==> config.mk <==
export PLATFORM = sky130hd
export DESIGN_NAME = byte_unstripping_n
export DESIGN_NICKNAME = d
export VERILOG_FILES = /design/src/rtl/byte_unstripping_n.sv
export SDC_FILE = /design/constraint.sdc
export NUM_CORES = 1
export LEC_CHECK = 0
export BUFFER_PORTS_ARGS = -buffer_cell sky130_fd_sc_hd__buf_2
export CAP_MARGIN = 30
export CORE_MARGIN = 4
export CORE_UTILIZATION = 55
export CTS_BUF_LIST = sky130_fd_sc_hd__clkbuf_4 sky130_fd_sc_hd__clkbuf_8 sky130_fd_sc_hd__clkbuf_16
export CTS_CLUSTER_SIZE = 8
export DETAILED_ROUTE_END_ITERATION = 10
export PLACE_DENSITY_LB_ADDON = 0.1
export RECOVER_POWER = 25
export SKIP_CTS_REPAIR_TIMING = 1
export SLEW_MARGIN = 10
export SYNTH_ARGS = -nofsm -noshare
export SYNTH_HDL_FRONTEND = slang
export SYNTH_SLANG_ARGS = --single-unit
==> constraint.sdc <==
create_clock -name clk_f -period 4.22 [get_ports clk_f]
set_input_delay 0 -clock clk_f [delete_from_list [all_inputs] [get_ports clk_f]]
set_output_delay 0 -clock clk_f [all_outputs]
set_load 0.05 [all_outputs]
==> src/rtl/byte_unstripping_n.sv <==
// N-lane byte unstripper: per-lane FIFOs drained in strict round-robin onto a valid/ready output.
// Define BYTE_UNSTRIP_ALIGN_EN to hold the first pop until every lane FIFO holds a word.
module byte_unstripping_n #(
    parameter int unsigned LANES = 2,
    parameter int unsigned WIDTH = 8,
    parameter int unsigned DEPTH = 4
) (
    input  logic                     clk_f,
    input  logic                     reset_L,
    input  logic [LANES*WIDTH-1:0]   data_stripe,
    input  logic [LANES-1:0]         valid_stripe,
    input  logic                     ready_demux,
    output logic [WIDTH-1:0]         data_demux,
    output logic                     valid_demux,
    output logic [LANES-1:0]         lane_full,
    output logic                     overflow_err,
    output logic [$clog2(LANES)-1:0] lane_sel
);
    localparam int unsigned AW = $clog2(DEPTH);
    localparam int unsigned PW = AW + 1;
    localparam int unsigned SW = $clog2(LANES);

    typedef enum logic {IDLE, RUN} state_t;
    state_t state, state_nxt;

    logic [WIDTH-1:0] mem    [LANES][DEPTH];
    logic [PW-1:0]    wr_ptr [LANES];
    logic [PW-1:0]    rd_ptr [LANES];
    logic [PW-1:0]    wr_nxt [LANES];
    logic [PW-1:0]    rd_nxt [LANES];
    logic [LANES-1:0] empty, full, push, pop_lane, full_nxt;
    logic             free, start, pop, drop;
    logic [SW-1:0]    sel_nxt;
    logic [WIDTH-1:0] head;

    always_comb begin
        empty     = '0;
        full      = '0;
        push      = '0;
        pop_lane  = '0;
        full_nxt  = '0;
        drop      = 1'b0;
        state_nxt = state;
        sel_nxt   = lane_sel;
        for (int unsigned i = 0; i < LANES; i++) begin
            empty[i] = (wr_ptr[i] == rd_ptr[i]);
            full[i]  = (wr_ptr[i][AW] != rd_ptr[i][AW]) &&
                       (wr_ptr[i][AW-1:0] == rd_ptr[i][AW-1:0]);
        end
`ifdef BYTE_UNSTRIP_ALIGN_EN
        start = &(~empty);
`else
        start = !empty[0];
`endif
        free = !valid_demux || ready_demux;
        pop  = ((state == RUN) || start) && !empty[lane_sel] && free;
        head = mem[lane_sel][rd_ptr[lane_sel][AW-1:0]];
        if (pop) begin
            pop_lane[lane_sel] = 1'b1;
            sel_nxt            = lane_sel + SW'(1);
        end
        // A full lane still accepts a push when it is being popped in the same cycle.
        for (int unsigned i = 0; i < LANES; i++) begin
            push[i]     = valid_stripe[i] && (!full[i] || pop_lane[i]);
            drop        = drop | (valid_stripe[i] && full[i] && !pop_lane[i]);
            wr_nxt[i]   = wr_ptr[i] + PW'(push[i]);
            rd_nxt[i]   = rd_ptr[i] + PW'(pop_lane[i]);
            full_nxt[i] = (wr_nxt[i][AW] != rd_nxt[i][AW]) &&
                          (wr_nxt[i][AW-1:0] == rd_nxt[i][AW-1:0]);
        end
        case (state)
            IDLE:    if (pop) state_nxt = RUN;
            RUN:     if (!pop && lane_sel == '0 && empty[0]) state_nxt = IDLE;
            default: state_nxt = IDLE;
        endcase
    end

    always_ff @(posedge clk_f or negedge reset_L) begin
        if (!reset_L) begin
            state        <= IDLE;
            lane_sel     <= '0;
            data_demux   <= '0;
            valid_demux  <= 1'b0;
            lane_full    <= '0;
            overflow_err <= 1'b0;
            for (int unsigned i = 0; i < LANES; i++) begin
                wr_ptr[i] <= '0;
                rd_ptr[i] <= '0;
            end
        end else begin
            state     <= state_nxt;
            lane_sel  <= sel_nxt;
            lane_full <= full_nxt;
            if (drop)
                overflow_err <= 1'b1;
            for (int unsigned i = 0; i < LANES; i++) begin
                wr_ptr[i] <= wr_nxt[i];
                rd_ptr[i] <= rd_nxt[i];
            end
            if (pop) begin
                data_demux  <= head;
                valid_demux <= 1'b1;
            end else if (free) begin
                valid_demux <= 1'b0;
            end
        end
    end

    always_ff @(posedge clk_f) begin
        for (int unsigned i = 0; i < LANES; i++)
            if (push[i])
                mem[i][wr_ptr[i][AW-1:0]] <= data_stripe[i*WIDTH +: WIDTH];
    end

endmodule

==> results <==
- In this run the remaining antenna-violating nets after routing total 0.
- From synthesis to final layout, the design area changed by 16.7%.
- The period utilization is 0.631.
- The fraction of synthesis flops using an asynchronous set or reset pin is 0.289.
- The top fanout value on the critical path is 11.
- Dividing the detail-routed wire length by the instance count gives 17.8 um.
- The hold path startpoint is ready_demux.
- The total negative setup slack is 0 ns.
- The netlist uses 35 different library cells.
- The count of warnings emitted by yosys is 0.
- The run finished with clean final reports.
- The total die area is ~8200 um^2.
- The clock input transition at the sequential cells of the worst setup and hold paths is approximately 0.08 ns.
- The critical path is of the reg2reg type.
- Setup violations remaining at the end of the flow were counted as 0.
- The via count of the first global-routing pass is 1960.
- The wire length of the first global-routing pass is approximately 10000 um.
- The met2 routing resource usage after global routing is 0.241.
- The root buffer cell is clkbuf_8.
- The relative slew slack is 0.571.
- In this run the power density over the cells is between 700 and 800 nW/um^2.
- The synthesized design contains 64 enable-type register cells.
- The critical path launch point type is a flip-flop.
- Hold timing on the final database bottoms out at a slack of 0.144 ns.
- Of the synthesized area, sequential elements account for 0.688.
- Measured on the finished design, the core utilization comes to 0.675.
- Dividing the synthesized area by the synthesized cell count gives 18.0 um^2.
- The cell accounting for the most synthesized area is edfxtp_1.
- For this run, the total global-route usage over all layers was measured as 0.162.
- Yosys instantiated no cell more often than edfxtp_1.
- The max capacitance violation total is 0.
- The setup check on the worst reg-to-reg path leaves a slack of ~1.6 ns.
- The data arrival time at the worst-slack endpoint is 2.93 ns.
- The initial cell density of the core is 0.579.
- The H-tree was split into 3 levels.
- Sorting the synthesized cells by area gives the leading types as edfxtp_1 51%, dfrtp_1 17%, mux4_1 5.6%, mux4_2 4.8%, nand2_1 3.1%.
- The core outline area is 6460 um^2.
- The number of sinks driven by the clock tree is 90.
- The initial antenna violation count was 0.
- The number of DRC markers in iteration 0 is 94.
- The worst min-delay path category is in2reg.
- Global routing finished with a remaining overflow of 0.
- The achievable clock frequency is approximately 380 MHz.
- The internal power contribution is 2.12 mW.
- In the global route stage, met1 resource usage came out at 0.223.
- At the pin with the least slew margin, the transition time is roughly 0.64 ns.
- The share of total power dissipated in the clock network is 0.173.
- The number of detailed-routing iterations run before antenna repair is 4.
- 34 I/O pins were placed.
- The HPWL after detailed placement is approximately 4200 um.
- The die is about 90 um wide.
- The number of antenna diodes in the final layout is 0.
- The clock buffer count from CTS is 9.
- The via density per instance is about 5.4.
- The most heavily used metal layer in global routing is met2.
- The post-synthesis cell count is between 200 and 250.
- Across all layers, the routed design uses between 1500 and 2000 vias.
- Of the total power, registers draw 0.433.
- The congestion estimate from routability-driven global placement came to approximately 0.77.
- The endpoint required time on the critical path is 4.49 ns.
- The later-pin clock latency in the skew report is roughly 0.35 ns.
- For this run, design rule violations remaining after detail routing come to 0.
- Along the worst hold path, the cell count comes to 3.
- Setup repair after global routing left no endpoint under its margin.
- The final layout contains 300 nets.
- The clock passes through at most 2 buffers.
- The netlist area before placement is ~3700 um^2.
- The post-route minimum period is roughly 2.7 ns.
- The initialized floorplan defines 29 standard-cell rows.
- The capture instance of the worst register-to-register path is lane_full[1].
- For this design the total switching power over the nets is approximately 1.2 mW.
- The number of cells on the worst reg-to-reg path is 9.
- The die span in y is approximately 90 um.
- In the final layout, the share of cells above drive strength 1 is 0.243.
- The worst setup path is captured at a flip-flop.
- Entering global routing, the biggest net connects 27 pins.
- Counting instances in the post-synthesis netlist gives the leading cell types as 64 x edfxtp_1, 31 x nand2_1, 26 x dfrtp_1.
- Of the total power, combinational logic draws 0.394.
- For this run, the number of standard cells in the final layout without fillers is 353.
- The number of buffers added on ports is 33.
- The top cell type's share of synthesized area is 0.514.
- The TritonCTS clock tree is built.
- The startpoint identified for the worst register-to-register timing path is rd_ptr[0].
- For hold timing, the worst endpoint is valid_demux.
- Counting the fill cells in the layout gives 432.
- The total count of max-transition violations in the final report is 0.
- The global-route met3 utilization is 0.0400.
- The net switching share of the total power is 0.366.
- Clock skew on the completed layout was measured at around 0.0076 ns.
- The analysis attributes to cell leakage a power of around 1.7 nW.
- The total wire length after detailed routing is between 6000 and 7000 um.
- The number of placed instances, taps included is ~320.
- The net count of the mapped netlist is about 240.
- The number of hold violations in the final report is 0.
- Across the VDD grid, the largest voltage drop is approximately 0.42 mV.
- The register bit total from synthesis is 90.
- The most used flip-flop cell after synthesis is edfxtp_1.
-- metrics by stage --
stage | total power, mW | setup WS [ns] | cell area [um^2]
final | 3.35 | 1.56 | 4360
after global placement | 2.77 | 1.60 | 4000
after detailed placement | 2.79 | 1.53 | 4000
after global routing | 3.56 | 1.33 | 4360
after floorplan | 2.50 | 1.46 | 3740
after CTS | 3.37 | 1.51 | 4190
-- worst max-delay path by stage --
stage	cells after the start	from	end
CTS	9	rd_ptr[0]	lane_full[1]
global route	9	rd_ptr[0]	lane_full[1]
global placement	9	rd_ptr[0]	lane_full[1]
finish	9	rd_ptr[0]	lane_full[1]
detailed placement	9	rd_ptr[0]	lane_full[1]
floorplan	4	lane_sel	mem[1][24]
-- registers in the layout, summed over array words and instances (netlist names) --
| name | count |
|---|---|
| valid_demux | 1 |
| state | 1 |
| mem | 64 |
| lane_sel | 1 |
| data_demux | 8 |
| rd_ptr | 6 |
| overflow_err | 1 |
| lane_full | 2 |
| wr_ptr | 6 |
-- power by group through the flow --
stage / sequential [mW] / clock, mW / combinational (mW)
2_1_floorplan: 1.53 / 0 / 0.963
3_3_place_gp: 1.46 / 0 / 1.31
3_5_place_dp: 1.47 / 0 / 1.32
4_1_cts: 1.45 / 0.593 / 1.32
5_1_grt: 1.49 / 0.629 / 1.44
6_report: 1.45 / 0.580 / 1.32
-- worst max-delay path, cell delays in order (launching register included) --
cell and delay [ns]:
dfrtp_1 0.76, xor2_2 0.27, nor2_1 0.09, a221o_2 0.51
nor2_1 0.14, ha_1 0.16, ha_1 0.24, xnor2_1 0.16
nand2_1 0.07, nor3b_1 0.18
-- layer usage --
layer  vias up  share of wire  wire, um
met3        12          0.030       187
met1       950           0.46      2890
met5         -              0         0
met2        36           0.49      3060
met4         0          0.021       131
li1        916              -         -
-- cells in the final DEF (no fill, tap or decap), types with 4 or more instances in the layout --
cell type | Yosys | final
edfxtp_1 | 64 | 64
nand2_1 | 31 | 31
dfrtp_1 | 26 | 26
buf_2 | 0 | 20
dlygate4sd3_1 | 0 | 18
clkbuf_1 | 1 | 14
clkbuf_8 | 0 | 9
xnor2_1 | 8 | 8
mux4_2 | 8 | 8
mux4_1 | 8 | 8
ha_1 | 8 | 8
nor2_1 | 7 | 7
mux2_4 | 7 | 7
buf_4 | 2 | 6
nor3b_1 | 5 | 5
xor2_1 | 4 | 4
-- layout make-up --
type	instances	area, um^2	share of cell area
tap	77	96.3	0.0221
multi-input combinational	109	1110	0.254
inverter	3	11.3	0.00258
clock inverter	5	56.3	0.0129
timing repair buffer	58	378	0.0867
clock buffer	11	139	0.0319
sequential	90	2570	0.590
-- cell families (layout without fill, tap and decap cells) --
| kind of cell | after synthesis | count (layout) | synth area share |
|---|---|---|---|
| flip-flops | 90 | 90 | 0.688 |
| AND/OR/NAND/NOR | 56 | 56 | 0.0737 |
| multiplexers | 24 | 24 | 0.136 |
| XOR/XNOR | 14 | 14 | 0.0368 |
| buffers and inverters | 9 | 77 | 0.0171 |
| adder cells (fa/ha/maj) | 8 | 8 | 0.0268 |
| AO/OA/AOI/OAI | 7 | 7 | 0.0218 |
Power figures use the tool's default switching activity.
